`src/rtl/user_code_entry_pkg.sv`:
```
// Shared types and helpers for the user code entry front end.
// Optional feature macro: USER_ENTRY_DEBOUNCE_EN (button synchronizer + debouncer).
package user_code_entry_pkg;

  typedef enum logic [2:0] {
    ST_IDLE    = 3'd0,
    ST_COLLECT = 3'd1,
    ST_CHECK   = 3'd2,
    ST_GRANTED = 3'd3,
    ST_LOCKOUT = 3'd4
  } state_e;

  localparam int CODE_W_DEF = 3;
  localparam int DBNC_CNT   = 16;
  localparam int DBNC_W     = 4;

  // Width able to hold 0..n-1, never narrower than one bit.
  function automatic int tmr_w(input int n);
    return (n <= 2) ? 1 : $clog2(n);
  endfunction

endpackage

```
`src/rtl/user_code_entry_btn_edge.sv`:
```
// One push-button: optional sync/debounce, then a rising-edge press pulse.
// With USER_ENTRY_DEBOUNCE_EN defined the level passes a 2-flop sync and a 16-sample debouncer.
module user_code_entry_btn_edge
  import user_code_entry_pkg::*;
(
  input  logic CLK,
  input  logic RST_N,
  input  logic btn_i,
  output logic press_o
);

  logic level;
  logic hist_q;

`ifdef USER_ENTRY_DEBOUNCE_EN
  logic [1:0]        sync_q;
  logic              stable_q;
  logic [DBNC_W-1:0] cnt_q;

  // Everything resets high so a button held through reset never looks like a press.
  always_ff @(posedge CLK or negedge RST_N) begin
    if (!RST_N) begin
      sync_q   <= 2'b11;
      stable_q <= 1'b1;
      cnt_q    <= '0;
    end else begin
      sync_q <= {sync_q[0], btn_i};
      if (sync_q[1] != stable_q) begin
        if (cnt_q == DBNC_W'(DBNC_CNT - 1)) begin
          stable_q <= sync_q[1];
          cnt_q    <= '0;
        end else begin
          cnt_q <= cnt_q + DBNC_W'(1);
        end
      end else begin
        cnt_q <= '0;
      end
    end
  end

  assign level = stable_q;
`else
  assign level = btn_i;
`endif

  always_ff @(posedge CLK or negedge RST_N) begin
    if (!RST_N) hist_q <= 1'b1;
    else        hist_q <= level;
  end

  assign press_o = level & ~hist_q;

endmodule

```
`src/rtl/user_code_entry.sv`:
```
// Collects a bit-serial user code from two buttons, strobes it to the authentication
// block, then holds the granted profile or locks out after repeated failures.
module user_code_entry
  import user_code_entry_pkg::*;
#(
  parameter int CODE_W      = CODE_W_DEF,
  parameter int TIMEOUT_CYC = 1000,
  parameter int MAX_FAIL    = 3,
  parameter int LOCK_CYC    = 2000
) (
  input  logic              CLK,
  input  logic              RST_N,
  input  logic              BTN_0,
  input  logic              BTN_1,
  input  logic              BTN_CLR,
  input  logic              V_IN,
  input  logic [CODE_W-1:0] CK_U_IN,
  output logic [CODE_W-1:0] U,
  output logic              REQ,
  output logic [CODE_W-1:0] PROFILE,
  output logic              LOGGED,
  output logic              LOCKED,
  output logic [1:0]        DIGITS
);

  localparam int TMO_W  = tmr_w(TIMEOUT_CYC);
  localparam int LCK_W  = tmr_w(LOCK_CYC);
  localparam int FAIL_W = tmr_w(MAX_FAIL + 1);

  logic [2:0] btn_lvl;
  logic [2:0] press;

  assign btn_lvl = {BTN_CLR, BTN_1, BTN_0};

  for (genvar gi = 0; gi < 3; gi++) begin : g_btn
    user_code_entry_btn_edge u_btn (
      .CLK    (CLK),
      .RST_N  (RST_N),
      .btn_i  (btn_lvl[gi]),
      .press_o(press[gi])
    );
  end

  // Simultaneous 0 and 1 presses are ambiguous and dropped.
  logic digit_ev, digit_bit, clr_ev;
  assign digit_ev  = press[0] ^ press[1];
  assign digit_bit = press[1];
  assign clr_ev    = press[2];

  state_e              state_q,   state_d;
  logic [CODE_W-1:0]   u_q,       u_d;
  logic [1:0]          digits_q,  digits_d;
  logic [CODE_W-1:0]   profile_q, profile_d;
  logic                logged_q,  logged_d;
  logic [FAIL_W-1:0]   fail_q,    fail_d;
  logic [TMO_W-1:0]    tmo_q,     tmo_d;
  logic [LCK_W-1:0]    lock_q,    lock_d;

  always_ff @(posedge CLK or negedge RST_N) begin
    if (!RST_N) begin
      state_q   <= ST_IDLE;
      u_q       <= '0;
      digits_q  <= '0;
      profile_q <= '0;
      logged_q  <= 1'b0;
      fail_q    <= '0;
      tmo_q     <= '0;
      lock_q    <= '0;
    end else begin
      state_q   <= state_d;
      u_q       <= u_d;
      digits_q  <= digits_d;
      profile_q <= profile_d;
      logged_q  <= logged_d;
      fail_q    <= fail_d;
      tmo_q     <= tmo_d;
      lock_q    <= lock_d;
    end
  end

  always_comb begin
    state_d   = state_q;
    u_d       = u_q;
    digits_d  = digits_q;
    profile_d = profile_q;
    logged_d  = logged_q;
    fail_d    = fail_q;
    tmo_d     = tmo_q;
    lock_d    = lock_q;

    unique case (state_q)
      ST_IDLE: begin
        u_d      = '0;
        digits_d = '0;
        if (!clr_ev && digit_ev) begin
          u_d      = CODE_W'(digit_bit);
          digits_d = 2'd1;
          tmo_d    = TMO_W'(TIMEOUT_CYC - 1);
          state_d  = ST_COLLECT;
        end
      end

      ST_COLLECT: begin
        if (clr_ev) begin
          u_d      = '0;
          digits_d = '0;
          state_d  = ST_IDLE;
        end else if (digit_ev) begin
          u_d      = {u_q[CODE_W-2:0], digit_bit};
          digits_d = digits_q + 2'd1;
          tmo_d    = TMO_W'(TIMEOUT_CYC - 1);
          if (digits_q + 2'd1 == 2'(CODE_W)) state_d = ST_CHECK;
        end else if (tmo_q == '0) begin
          u_d      = '0;
          digits_d = '0;
          state_d  = ST_IDLE;
        end else begin
          tmo_d = tmo_q - TMO_W'(1);
        end
      end

      // Single cycle with REQ high; the answer is taken at its closing edge.
      ST_CHECK: begin
        u_d      = '0;
        digits_d = '0;
        if (V_IN) begin
          profile_d = CK_U_IN;
          logged_d  = 1'b1;
          fail_d    = '0;
          state_d   = ST_GRANTED;
        end else begin
          fail_d = fail_q + FAIL_W'(1);
          if (fail_q + FAIL_W'(1) == FAIL_W'(MAX_FAIL)) begin
            lock_d  = LCK_W'(LOCK_CYC - 1);
            state_d = ST_LOCKOUT;
          end else begin
            state_d = ST_IDLE;
          end
        end
      end

      ST_GRANTED: begin
        if (clr_ev) begin
          logged_d  = 1'b0;
          profile_d = '0;
          state_d   = ST_IDLE;
        end
      end

      ST_LOCKOUT: begin
        if (lock_q == '0) begin
          fail_d  = '0;
          state_d = ST_IDLE;
        end else begin
          lock_d = lock_q - LCK_W'(1);
        end
      end

      default: state_d = ST_IDLE;
    endcase
  end

  assign U       = u_q;
  assign REQ     = (state_q == ST_CHECK);
  assign PROFILE = profile_q;
  assign LOGGED  = logged_q;
  assign LOCKED  = (state_q == ST_LOCKOUT);
  assign DIGITS  = digits_q;

endmodule

```
`config.mk`:
```
export PLATFORM = sky130hd
export DESIGN_NAME = user_code_entry
export DESIGN_NICKNAME = d
export VERILOG_FILES = /design/src/rtl/user_code_entry_pkg.sv /design/src/rtl/user_code_entry_btn_edge.sv /design/src/rtl/user_code_entry.sv
export SDC_FILE = /design/constraint.sdc
export NUM_CORES = 1
export LEC_CHECK = 0
export BUFFER_PORTS_ARGS = -buffer_cell sky130_fd_sc_hd__buf_2
export CELL_PAD_IN_SITES_DETAIL_PLACEMENT = 0
export CELL_PAD_IN_SITES_GLOBAL_PLACEMENT = 2
export CORE_ASPECT_RATIO = 0.8
export CORE_UTILIZATION = 35
export CTS_BUF_LIST = sky130_fd_sc_hd__clkbuf_8
export DETAILED_ROUTE_END_ITERATION = 16
export GPL_TIMING_DRIVEN = 0
export HOLD_SLACK_MARGIN = 0.15
export PLACE_DENSITY = 0.8
export SYNTH_ARGS = -nofsm -noshare
export SYNTH_HDL_FRONTEND = slang
export SYNTH_SLANG_ARGS = --single-unit
```
`constraint.sdc`:
```
create_clock -name CLK -period 2.1 [get_ports CLK]
set_input_delay 0.42 -clock CLK [delete_from_list [all_inputs] [get_ports CLK]]
set_output_delay 0.42 -clock CLK [all_outputs]
set_load 0.005 [all_outputs]
```
==> key figures <==
Run status
  – Status: complete, but fails checks
  – Failing checks: setup timing

STA
  – Hold Fails Final Rpt: 0
  – Sum Neg Setup Slack: -19.9 ps
  – Final setup fails: 1
  – Layout Skew: 7.68 ps
  – Worst slew pin tran: 862 ps
  – Setup ws final: -19.9 ps
  – Minimum clock period: 2120 ps
  – Slew HR: 42.5%
  – Period utilisation layout: 101%
  – RSZ-0062 raised after global routing: yes
  – Peak Freq: 0.472 GHz
  – Slew Viols, Final: 0

Critical path
  – WS Path Type: reg -> reg
  – R2R cell count: 4
  – WP data arrival: 2360 ps
  – Worst setup SP type: flop
  – Critical path capture point type: flop
  – Crit path max-delay family: simple AND/OR/NAND/NOR gates
  – Critical-path cell list: or4_4 -> or4b_4 -> or4b_1 -> nand3_1
  – Stages on worst setup path: 4
  – Buf+Inv Stages, Crit Path: 0
  – Slowest cell on crit path: or4_4
  – Worst Path Required: 2340 ps
  – Crit. Startpoint: lock_q[6]$_DFFE_PN0P_
  – CP max stage delay: 570 ps
  – Worst r2r src: lock_q[6]$_DFFE_PN0P_
  – Critical Path Fanout Max: 3

Global route
  – First-pass GRT wire length: 7940 um
  – Gr ovfl total: 0
  – Largest net degree at the start of global routing: 39
  – Vias in the first global route: 1,618
  – All-Layer GR Usage: 16.7%
  – Initial antenna violation count: 0

Yosys
  – Post-synth EDFFs: 0
  – Most common flop cell mapped by yosys: dfrtp_1
  – Mapped Nets: 216
  – #FFs+latches synth: 38
  – Sequential area share after synthesis: 46.8%
  – Post-Syn Area: 2040 sq um
  – Synth Warn #: 0
  – Post-Syn Instances: 201
  – Async SR Flop Fraction: 100%
  – Average size of a mapped cell: 10.2 sq um
  – Netlist cell types: 54

Clock tree
  – CTS sink count: 38
  – CTS tree: built
  – CTS Buf Count: 5
  – Htree depth: 2
  – Root Driver: clkbuf_8
  – Clock Path Buffers: 2
  – Reg clk slew, reported paths: 80 ps
  – Clock Latency Late Sink: 300 ps

Pwr
  – Pwr/cell area: 928 nW/um^2
  – LEAKAGE: 1.05 nW
  – Worst vdd ir: 0.538 mV

Detailed routing
  – ANT nets after route: 0
  – DRT Wirelength: 4550 um
  – Vias per cell: 5.41
  – Routed via count: 1,684
  – Drt drc: 0
  – Routed WL per cell: 14.6 um
  – Initial DRC count: 72
  – Initial DRT Pass Iterations: 4

Job
  – Max_cap viols: 0

Cells and area
  – Final Cell Area: 2540 sq um
  – Area Growth Syn to Fin: 24.5%
  – Post-layout util: 46.0%
  – Inserted Diodes: 0
  – Post-layout nets: 247
  – Post-Layout Cell Count: 311
  – Share of layout cells above drive strength 1: 31.3%

Placed design
  – Placed insts: 298
  – Placed Area: 2260 sq um
  – Pre-CTS setup slack: -573 ps
  – Port bufs: 19
  – Post-DP HPWL: 3100 um
  – RePlAce Congestion: 0.749

Floorplan
  – Ports: 20
  – Cell row count: 24
  – Initial Util: 37.0%
  – Die outline height: 70.3 um
  – DIE WIDTH: 87.4 um
  – Die area: 6150 sq um
  – Area of the core: 5530 sq um

Worst hold path
  – HP Class: in -> async
power breakdown:
group / internal [mW] / total [mW] / switching (mW) / leakage, nW
Sequential: 0.896 / 1.06 / 0.159 / 0.428
Combinational: 0.304 / 0.648 / 0.344 / 0.562
Clock: 0.383 / 0.655 / 0.272 / 0.0626
Total: 1.58 / 2.36 / 0.776 / 1.05
timing repair:
action	in CTS	in global routing
setup endpoints to repair	19	16
buffers inserted	3	3
gates resized for setup	8	18
pin swaps	1	2
hold buffers	0	0
layout make-up:
cell class	instances	area, sq um
flip-flops and latches	38	955
clock buffers	6	82.6
clock inverters	2	33.8
multi-input cells	145	1120
plain buffers	7	71.3
fillers	541	2980
inverters	10	37.5
well taps	78	97.6
repair buffers	25	140
worst reg2reg max path, stage by stage, from the launching register on:
cell and delay [ps]:
dfrtp_1 400, or4_4 570, or4b_4 510, or4b_1 500, nand3_1 90
cell families after synthesis:
logic type	Yosys count	synth area share [%]
xor+xnor	1	0.429
compound gates	46	15.9
fa+ha+maj	6	3.68
buf+inv	18	4.10
mux	6	3.06
flops	38	46.8
simple gates	86	26.0
synthesized netlist by cell type (2+ instances only):
cell type,number,share of area [%]
mux2_2,2,1.1
dfstp_2,3,3.9
or4_2,2,0.86
o31ai_1,8,2.9
a22o_1,4,1.7
or2_2,2,0.61
nor3b_1,3,1.1
ha_1,6,3.7
and2_1,2,0.61
a32o_1,2,0.98
mux2i_1,4,2.0
a211oi_1,2,0.74
nor4_1,5,1.5
nand2_1,6,1.1
o211ai_1,2,0.74
clkbuf_1,4,0.74
a21o_1,2,0.74
a31oi_1,3,0.92
or3b_2,3,1.3
buf_6,2,1.1
nand3_1,10,2.5
and3_1,3,0.92
o21ai_0,7,1.7
or4_1,4,1.5
inv_1,10,1.8
nor3_1,5,1.2
or3_1,4,1.2
a21oi_1,7,1.7
nor2b_1,2,0.61
dfrtp_1,35,43
nand4_1,7,2.1
nor2_1,11,2.0
nand2b_1,8,2.5
path summary, 6_finish.rpt:
check	slack, ps	endpoint
max in group asynchronous	1330	tmo_q[3]$_DFFE_PN0P_
max reg2reg	-20	lock_q[10]$_DFFE_PN0P_
min in group CLK	230	g_btn[0].u_btn.hist_q$_DFF_PN1_
max	-20	lock_q[10]$_DFFE_PN0P_
min	230	lock_q[4]$_DFFE_PN0P_
min reg2reg	480	LOGGED$_DFFE_PN0P_
layer usage:
metal	track usage [%]	part of all wire, %
met1	25.3	56
met2	22.7	40
met3	3.78	2.9
met4	6.56	1.7
met5	0	0
cell usage in the layout, fill, tap and decap left out, drive strengths merged, types with 4 or more instances in the layout:
cell,n
o21ai,8
nand2,6
buf,31
a22o,4
nor2,11
nand3,10
nor4,5
or4,7
nor3,5
or3,4
mux2i,4
a21oi,7
nand2b,8
o31ai,8
ha,6
nand4,7
dfrtp,35
clkbuf,7
inv,11
sequential cells by signal, indices dropped and copies added (netlist names):
name	cells
lock_q	11
g_btn.u_btn.hist_q	3
fail_q	2
PROFILE	3
state_q	3
tmo_q	10
LOGGED	1
U	3
DIGITS	2
stage by stage:
stage,hold WS [ps],power (mW)
2_1_floorplan,124,1.47
3_3_place_gp,461,1.67
3_5_place_dp,464,1.67
4_1_cts,210,2.36
5_1_grt,215,2.54
6_report,225,2.36
Power figures use the tool's default switching activity.
